$ cat config.mk
export PLATFORM = sky130hd
export DESIGN_NAME = ccip_mmio_rd_responder
export DESIGN_NICKNAME = d
export VERILOG_FILES = /design/src/rtl/ccip_cfg_pkg.sv /design/src/rtl/ccip_mmio_rd_pkg.sv /design/src/rtl/ccip_mmio_rd_fifo.sv /design/src/rtl/ccip_mmio_rd_responder.sv
export SDC_FILE = /design/constraint.sdc
export NUM_CORES = 2
export LEC_CHECK = 0
export CORE_MARGIN = 8
export CORE_UTILIZATION = 61
export DETAILED_ROUTE_END_ITERATION = 12
export PLACE_DENSITY = 0.79
export SKIP_LAST_GASP = 1
export SLEW_MARGIN = 20
export SYNTH_ARGS = -nofsm -noshare
export SYNTH_HDL_FRONTEND = slang
export SYNTH_SLANG_ARGS = --single-unit
$ cat constraint.sdc
create_clock -name clk -period 4.85 [get_ports clk]
set_input_delay 0.485 -clock clk [delete_from_list [all_inputs] [get_ports clk]]
set_output_delay 0.485 -clock clk [all_outputs]
set_load 0.05 [all_outputs]
$ cat src/rtl/ccip_cfg_pkg.sv
// Platform CCI-P configuration constants shared by AFU-side blocks.
package ccip_cfg_pkg;

  localparam int MAX_OUTSTANDING_MMIO_RD_REQS = 64;

endpackage

$ cat src/rtl/ccip_mmio_rd_pkg.sv
// Types and helpers shared by the MMIO read responder and its request FIFO.
package ccip_mmio_rd_pkg;

  localparam logic [1:0]  LEN_4B           = 2'd0;
  localparam logic [1:0]  LEN_8B           = 2'd1;
  localparam logic [63:0] MMIO_RD_ERR_DATA = 64'hFFFF_FFFF_FFFF_FFFF;

  typedef struct packed {
    logic [15:0] addr;
    logic [1:0]  len;
    logic [8:0]  tid;
  } t_mmio_rd_req;

  typedef enum logic [1:0] {
    IDLE  = 2'd0,
    ISSUE = 2'd1,
    WAIT  = 2'd2,
    RESP  = 2'd3
  } t_state;

  // Illegal length, or an 8B access that is not 8B aligned.
  function automatic logic is_bad_req(input t_mmio_rd_req req);
    return ((req.len != LEN_4B) && (req.len != LEN_8B)) ||
           ((req.len == LEN_8B) && req.addr[0]);
  endfunction

  function automatic logic [63:0] format_rsp_data(input logic is_8b, input logic [63:0] csr_data);
    return is_8b ? csr_data : {csr_data[31:0], csr_data[31:0]};
  endfunction

endpackage

$ cat src/rtl/ccip_mmio_rd_fifo.sv
// Synchronous FIFO of MMIO read requests with registered full/empty/count.
module ccip_mmio_rd_fifo
  import ccip_mmio_rd_pkg::*;
#(
  parameter int DEPTH = 64
) (
  input  logic                     clk,
  input  logic                     reset,
  input  logic                     push,
  input  t_mmio_rd_req             push_data,
  input  logic                     pop,
  output t_mmio_rd_req             head,
  output logic                     full,
  output logic                     empty,
  output logic [$clog2(DEPTH):0]   count
);

  localparam int AW = $clog2(DEPTH);
  localparam logic [AW:0]   DEPTH_CNT = (AW + 1)'(DEPTH);
  localparam logic [AW:0]   ZERO_CNT  = {(AW + 1){1'b0}};
  localparam logic [AW:0]   ONE_CNT   = (AW + 1)'(1);
  localparam logic [AW-1:0] ONE_PTR   = AW'(1);

  t_mmio_rd_req  mem_r [DEPTH];
  logic [AW-1:0] wr_ptr_r;
  logic [AW-1:0] rd_ptr_r;
  logic [AW:0]   count_r;
  logic          full_r;
  logic          empty_r;
  logic          do_push_s;
  logic          do_pop_s;
  logic [AW:0]   count_next_s;

  // Qualify push/pop against the current occupancy and compute the next count.
  always_comb begin
    do_push_s    = push && !full_r;
    do_pop_s     = pop && !empty_r;
    count_next_s = count_r;
    case ({do_push_s, do_pop_s})
      2'b10:   count_next_s = count_r + ONE_CNT;
      2'b01:   count_next_s = count_r - ONE_CNT;
      default: count_next_s = count_r;
    endcase
  end

  // Pointers and status flags.
  always_ff @(posedge clk or posedge reset) begin
    if (reset) begin
      wr_ptr_r <= {AW{1'b0}};
      rd_ptr_r <= {AW{1'b0}};
      count_r  <= ZERO_CNT;
      full_r   <= 1'b0;
      empty_r  <= 1'b1;
    end else begin
      if (do_push_s) wr_ptr_r <= wr_ptr_r + ONE_PTR;
      if (do_pop_s)  rd_ptr_r <= rd_ptr_r + ONE_PTR;
      count_r <= count_next_s;
      full_r  <= (count_next_s == DEPTH_CNT);
      empty_r <= (count_next_s == ZERO_CNT);
    end
  end

  // Storage array; contents are don't-care while the slot is unoccupied.
  always_ff @(posedge clk) begin
    if (do_push_s) mem_r[wr_ptr_r] <= push_data;
  end

  assign head  = mem_r[rd_ptr_r];
  assign full  = full_r;
  assign empty = empty_r;
  assign count = count_r;

endmodule

$ cat src/rtl/ccip_mmio_rd_responder.sv
// Buffers host MMIO reads from CCI-P c0 Rx, serialises them onto the CSR read
// port and returns each result on c2 Tx with the original tid.
module ccip_mmio_rd_responder
  import ccip_mmio_rd_pkg::*;
#(
  parameter int MAX_OUTSTANDING = ccip_cfg_pkg::MAX_OUTSTANDING_MMIO_RD_REQS,
  parameter int TIMEOUT_CYCLES  = 512
) (
  input  logic                               clk,
  input  logic                               reset,
  input  logic                               rx_mmio_rd_valid,
  input  logic [15:0]                        rx_mmio_addr,
  input  logic [1:0]                         rx_mmio_len,
  input  logic [8:0]                         rx_mmio_tid,
  output logic                               csr_rd_req,
  output logic [15:0]                        csr_rd_addr,
  output logic                               csr_rd_is_8b,
  input  logic                               csr_rd_ready,
  input  logic                               csr_rd_rsp_valid,
  input  logic [63:0]                        csr_rd_data,
  output logic                               tx_mmio_rsp_valid,
  output logic [8:0]                         tx_mmio_rsp_tid,
  output logic [63:0]                        tx_mmio_rsp_data,
  output logic [$clog2(MAX_OUTSTANDING):0]   outstanding,
  output logic                               err_overflow,
  output logic                               err_timeout,
  output logic                               err_bad_req
);

  localparam int CNT_W = $clog2(MAX_OUTSTANDING) + 1;
  localparam int WD_W  = $clog2(TIMEOUT_CYCLES);
  localparam logic [CNT_W-1:0] MAX_CNT = CNT_W'(MAX_OUTSTANDING);
  localparam logic [CNT_W-1:0] ONE_CNT = CNT_W'(1);
  localparam logic [WD_W-1:0]  WD_LAST = WD_W'(TIMEOUT_CYCLES - 1);
  localparam logic [WD_W-1:0]  WD_ONE  = WD_W'(1);

  t_state           state_r;
  logic [8:0]       svc_tid_r;
  logic [WD_W-1:0]  wdog_r;
  logic             csr_rd_req_r;
  logic [15:0]      csr_rd_addr_r;
  logic             csr_rd_is_8b_r;
  logic             tx_valid_r;
  logic [8:0]       tx_tid_r;
  logic [63:0]      tx_data_r;
  logic [CNT_W-1:0] outstanding_r;
  logic             err_overflow_r;
  logic             err_timeout_r;
  logic             err_bad_req_r;

  t_mmio_rd_req     push_req_s;
  t_mmio_rd_req     head_s;
  logic             fifo_full_s;
  logic             fifo_empty_s;
  logic [CNT_W-1:0] fifo_count_s;
  logic             resp_s;
  logic             in_service_s;
  logic             accept_s;
  logic             pop_s;
  logic             head_bad_s;

  // Capacity covers buffered entries plus the one in service; a slot frees
  // on the RESP cycle, so a push landing then is still accepted.
  always_comb begin
    push_req_s   = '{addr: rx_mmio_addr, len: rx_mmio_len, tid: rx_mmio_tid};
    resp_s       = (state_r == RESP);
    in_service_s = (state_r != IDLE);
    accept_s     = rx_mmio_rd_valid && !fifo_full_s &&
                   (((fifo_count_s + CNT_W'(in_service_s)) < MAX_CNT) || resp_s);
    pop_s        = (state_r == IDLE) && !fifo_empty_s;
    head_bad_s   = is_bad_req(head_s);
  end

  ccip_mmio_rd_fifo #(
    .DEPTH (MAX_OUTSTANDING)
  ) u_req_fifo (
    .clk       (clk),
    .reset     (reset),
    .push      (accept_s),
    .push_data (push_req_s),
    .pop       (pop_s),
    .head      (head_s),
    .full      (fifo_full_s),
    .empty     (fifo_empty_s),
    .count     (fifo_count_s)
  );

  // Service FSM: one CSR read in flight, response registered onto c2 Tx.
  always_ff @(posedge clk or posedge reset) begin
    if (reset) begin
      state_r        <= IDLE;
      svc_tid_r      <= 9'd0;
      wdog_r         <= {WD_W{1'b0}};
      csr_rd_req_r   <= 1'b0;
      csr_rd_addr_r  <= 16'd0;
      csr_rd_is_8b_r <= 1'b0;
      tx_valid_r     <= 1'b0;
      tx_tid_r       <= 9'd0;
      tx_data_r      <= 64'd0;
      err_timeout_r  <= 1'b0;
      err_bad_req_r  <= 1'b0;
    end else begin
      case (state_r)
        IDLE: begin
          tx_valid_r <= 1'b0;
          if (pop_s) begin
            svc_tid_r <= head_s.tid;
            if (head_bad_s) begin
              err_bad_req_r <= 1'b1;
              tx_valid_r    <= 1'b1;
              tx_tid_r      <= head_s.tid;
              tx_data_r     <= MMIO_RD_ERR_DATA;
              state_r       <= RESP;
            end else begin
              csr_rd_req_r   <= 1'b1;
              csr_rd_addr_r  <= head_s.addr;
              csr_rd_is_8b_r <= (head_s.len == LEN_8B);
              state_r        <= ISSUE;
            end
          end
        end
        ISSUE: begin
          if (csr_rd_ready) begin
            csr_rd_req_r <= 1'b0;
            wdog_r       <= {WD_W{1'b0}};
            state_r      <= WAIT;
          end
        end
        WAIT: begin
          if (csr_rd_rsp_valid) begin
            tx_valid_r <= 1'b1;
            tx_tid_r   <= svc_tid_r;
            tx_data_r  <= format_rsp_data(csr_rd_is_8b_r, csr_rd_data);
            state_r    <= RESP;
          end else if (wdog_r == WD_LAST) begin
            err_timeout_r <= 1'b1;
            tx_valid_r    <= 1'b1;
            tx_tid_r      <= svc_tid_r;
            tx_data_r     <= MMIO_RD_ERR_DATA;
            state_r       <= RESP;
          end else begin
            wdog_r <= wdog_r + WD_ONE;
          end
        end
        RESP: begin
          tx_valid_r <= 1'b0;
          state_r    <= IDLE;
        end
        default: begin
          tx_valid_r   <= 1'b0;
          csr_rd_req_r <= 1'b0;
          state_r      <= IDLE;
        end
      endcase
    end
  end

  // Occupancy counter and sticky overflow flag.
  always_ff @(posedge clk or posedge reset) begin
    if (reset) begin
      outstanding_r  <= {CNT_W{1'b0}};
      err_overflow_r <= 1'b0;
    end else begin
      case ({accept_s, resp_s})
        2'b10:   outstanding_r <= outstanding_r + ONE_CNT;
        2'b01:   outstanding_r <= outstanding_r - ONE_CNT;
        default: outstanding_r <= outstanding_r;
      endcase
      if (rx_mmio_rd_valid && !accept_s) err_overflow_r <= 1'b1;
    end
  end

  assign csr_rd_req        = csr_rd_req_r;
  assign csr_rd_addr       = csr_rd_addr_r;
  assign csr_rd_is_8b      = csr_rd_is_8b_r;
  assign tx_mmio_rsp_valid = tx_valid_r;
  assign tx_mmio_rsp_tid   = tx_tid_r;
  assign tx_mmio_rsp_data  = tx_data_r;
  assign outstanding       = outstanding_r;
  assign err_overflow      = err_overflow_r;
  assign err_timeout       = err_timeout_r;
  assign err_bad_req       = err_bad_req_r;

endmodule

==> impl_metrics.csv <==
group,metric,value,unit
setup_path,cp_max_fo,64,
route,vias,37000,
synthesis,synth_top_flop_cell,"edfxtp_1",
clock_network,clock-sinks,1871,
setup_path,cp_slowest_cell,"dfrtp_4",
synthesis,syn_area,0.0728,mm^2
synthesis,synth_edf_count,1728,
synthesis,synth-seq-cells,1871,
place,portBuffers,197,
pwr,p_seq_frac,0.405,
route,wire_per_inst,34.7,um
setup_path,arrival,4.82,ns
flow_run,drv_cap,0,
pwr,power.switching,15.2,mW
floorplan,core_area,0.118,mm^2
synthesis,synth.distinct_cells,51,
sta,tightest_slew,1.17,ns
synthesis,synth_largest_area_cell,"edfxtp_1",
hold_path,hold_path.class,"in -> async",
synthesis,syn-num-nets,3483,
floorplan,num_rows,126,
route,dr.first_iter.drc_count,5394,
setup_path,crit_type,"reg -> reg",
cells_and_area,area_growth_syn_to_layout,14.0,%
clock_network,clock_latency,0.78,ns
synthesis,synth_top_area_share,0.713,
sta,maxSlewHeadroom,0.217,
route,detail-route-antenna-nets,0,
sta,clock-skew-final,0.0341,ns
global_route,grt_pass1_wl,267000,um
route,via_per_inst,6.89,
synthesis,yosys-top-cells-count,"edfxtp_1, mux4_2, dfrtp_1, mux2i_1, nor2_1",
sta,fin_crit,4.18,ns
cells_and_area,multi_input_area,0.0167,mm^2
setup_path,cpPeakStageDelay,0.97,ns
route,drcViolationCount,0,
sta,min_period_over_period,0.863,
route,wirelength,186000,um
global_route,grt_max_degree,109,
sta,slew_viol_final,0,
setup_path,path_delay_family,"compound AO/OA/AOI/OAI gates",
clock_network,clk_pin_slew,0.06,ns
synthesis,syn_area_per_cell,21.6,um^2
pwr,p_comb_frac,0.314,
synthesis,synth_most_common_cell,"edfxtp_1",
setup_path,critPathBufInv,2,
synthesis,synth_warnings,0,
clock_network,cts_tree,"done",
sta,clock.fmax,239,MHz
floorplan,dieWidth,361,um
cells_and_area,layout.nets,3801,
place,place_ws,0.800,ns
clock_network,cts_root_buffer,"clkbuf_16",
synthesis,synth_area_leaders,"edfxtp_1, mux4_2, dfrtp_1",
clock_network,holdBufCountCts,0,
global_route,antenna_found_initial,7,
place,place_congestion,0.814,
cells_and_area,drive_gt1_frac,0.269,
place,dp_hpwl,99400,um
sta,rsz0062_at_grt,"no",
pwr,p_leak,26.5,nW
floorplan,ioPinCount,198,
pwr,sw_frac_of_total,0.318,
global_route,grt_pass1_vias,37800,
global_route,grt_overflow,0,
pwr,pwr-share-clk,0.282,
sta,setup_violations,0,
setup_path,cp.required,5.49,ns
pwr,p_int,32.5,mW
route,dr.pass1.iters,5,
outcome,outcome,"completed",
clock_network,cts_setup_buffers,0,
clock_network,h-tree-depth,4,
synthesis,async_flop_share,0.0764,
cells_and_area,nFillCells,6781,
synthesis,syn_inst,3370,
sta,hold_viol_final,0,
floorplan,die_h,361,um
floorplan,dieArea,0.131,mm^2
synthesis,ys_seq_area_frac,0.762,
floorplan,start_util,0.615,
setup_path,end_kind,"register",
pwr,cellPowerDensity,575,mW/mm^2
sta,post-route-worst-setup-slack,0.665,ns
clock_network,clockBufferDepth,3,
cells_and_area,seqCellArea,0.0555,mm^2
sta,final.setup.tns,0,ns
setup_path,start_kind,"register",
setup_path,path_cells,"nor2b_2 > buf_4 > nand2_1 > and3_1 > a2111oi_0 > o21ai_1 > nand3_1 > a21o_2 > buf_12 > mux2_2",
global_route,grt_usage,0.283,
clock_network,cts_inserted_buffers,176,
clock_network,cts_resized,0,
pwr,irDropWorstVdd,459,uV
## state kept, by name, indices dropped and copies added, names as in the netlist, 2 cells and up
signal	flops
u_req_fifo.count	7
tx_mmio_rsp_data	64
u_req_fifo.wr_ptr_r	6
wdog_r	9
u_req_fifo.rd_ptr_r	6
u_req_fifo.mem_r	1728
tx_mmio_rsp_tid	9
svc_tid_r	9
outstanding	7
csr_rd_addr	16
state_r	2
## cell usage in the layout, fill, tap and decap left out, types with 7 or more instances in the layout
cell type        count
a21oi_1             53
a22oi_1             92
a32oi_1              9
buf_12              21
buf_2               13
buf_4              125
bufinv_16           12
clkbuf_1            34
clkbuf_16          180
clkbuf_8             7
clkdlybuf4s50_1    170
clkinv_1            39
clkinv_2            27
dfrtp_1            135
edfxtp_1          1728
ha_1                16
inv_1               17
inv_6                7
mux2_2              92
mux2i_1            142
mux4_2             454
nand2_1             82
nand2b_1             9
nand3_1             34
nand3b_1             9
nand4_1             13
nor2_1              41
nor2_4              63
nor2b_1              7
o21ai_0             41
o221ai_1             8
or3_1               35
xnor2_1             21
xor2_1               8
## power groups by stage
stage               registers (mW)  clock network, mW  logic, mW
finish                        19.3               13.4       15.0
global route                  19.3               14.1       15.7
CTS                           19.3               13.5       15.0
detailed placement            19.6                  0       14.7
global placement              19.5                  0       14.5
floorplan                     20.1                  0       9.52
## cell type report
type / instances / share of cell area
Antenna cell: 5 / 0.000151
Timing Repair Buffer: 329 / 0.0377
Tap cell: 1536 / 0.0232
Clock inverter: 91 / 0.00989
Inverter: 19 / 0.000921
Sequential cell: 1871 / 0.669
Multi-Input combinational cell: 1291 / 0.202
Clock buffer: 223 / 0.0572
## logic make-up (layout without fill, tap and decap cells)
group,count (synthesis),after routing,synth area share
flops,1871,1871,0.762
compound gates,239,239,0.0218
fa+ha+maj,17,17,0.00303
mux,688,688,0.174
xor+xnor,29,29,0.00349
buf+inv,208,662,0.0145
other cells,0,5,0
simple gates,318,318,0.0203
## metal layers
metal  track usage  vias to the layer above  share of wire
met5             0                        -        0.00020
met4         0.121                        6          0.046
met3        0.0568                      456           0.10
met2         0.478                     2632           0.50
met1         0.361                    19200           0.35
li1              -                    14700              -
## worst register-to-register path, stage by stage, from the launching register on
cell	delay (ns)
dfrtp_4	0.97
nor2b_2	0.51
buf_4	0.28
nand2_1	0.06
and3_1	0.16
a2111oi_0	0.40
o21ai_1	0.33
nand3_1	0.24
a21o_2	0.33
buf_12	0.35
mux2_2	0.43
## final timing paths
check	startpoint	end	slack [ns]	cells past startpoint
min in group clk	rx_mmio_addr[9]	u_req_fifo.mem_r[63][20]	0.27	1
max reg2reg	u_req_fifo.rd_ptr_r[2]	tx_mmio_rsp_data[13]	0.67	10
min	reset	err_overflow	0.27	2
max	u_req_fifo.rd_ptr_r[2]	tx_mmio_rsp_data[13]	0.67	10
min reg2reg	err_overflow	err_overflow	0.48	1
max in group asynchronous	reset	tx_mmio_rsp_data[51]	3.57	3
## stage by stage
stage / power (mW) / std cells / instance area [um^2] / hold WS (ns) / util
after floorplan: 29.7 / 3370 / 72800 / 0.451 / -
after global placement: 34.0 / 5046 / 77300 / 0.449 / 0.654
after detailed placement: 34.3 / 5046 / 77300 / 0.454 / 0.654
after CTS: 47.8 / 5360 / 82900 / 0.273 / 0.701
after global routing: 49.1 / 5360 / 82900 / 0.239 / 0.701
final: 47.6 / 5365 / 82900 / 0.270 / 0.701
No activity file was read; power rests on OpenSTA's default activity.
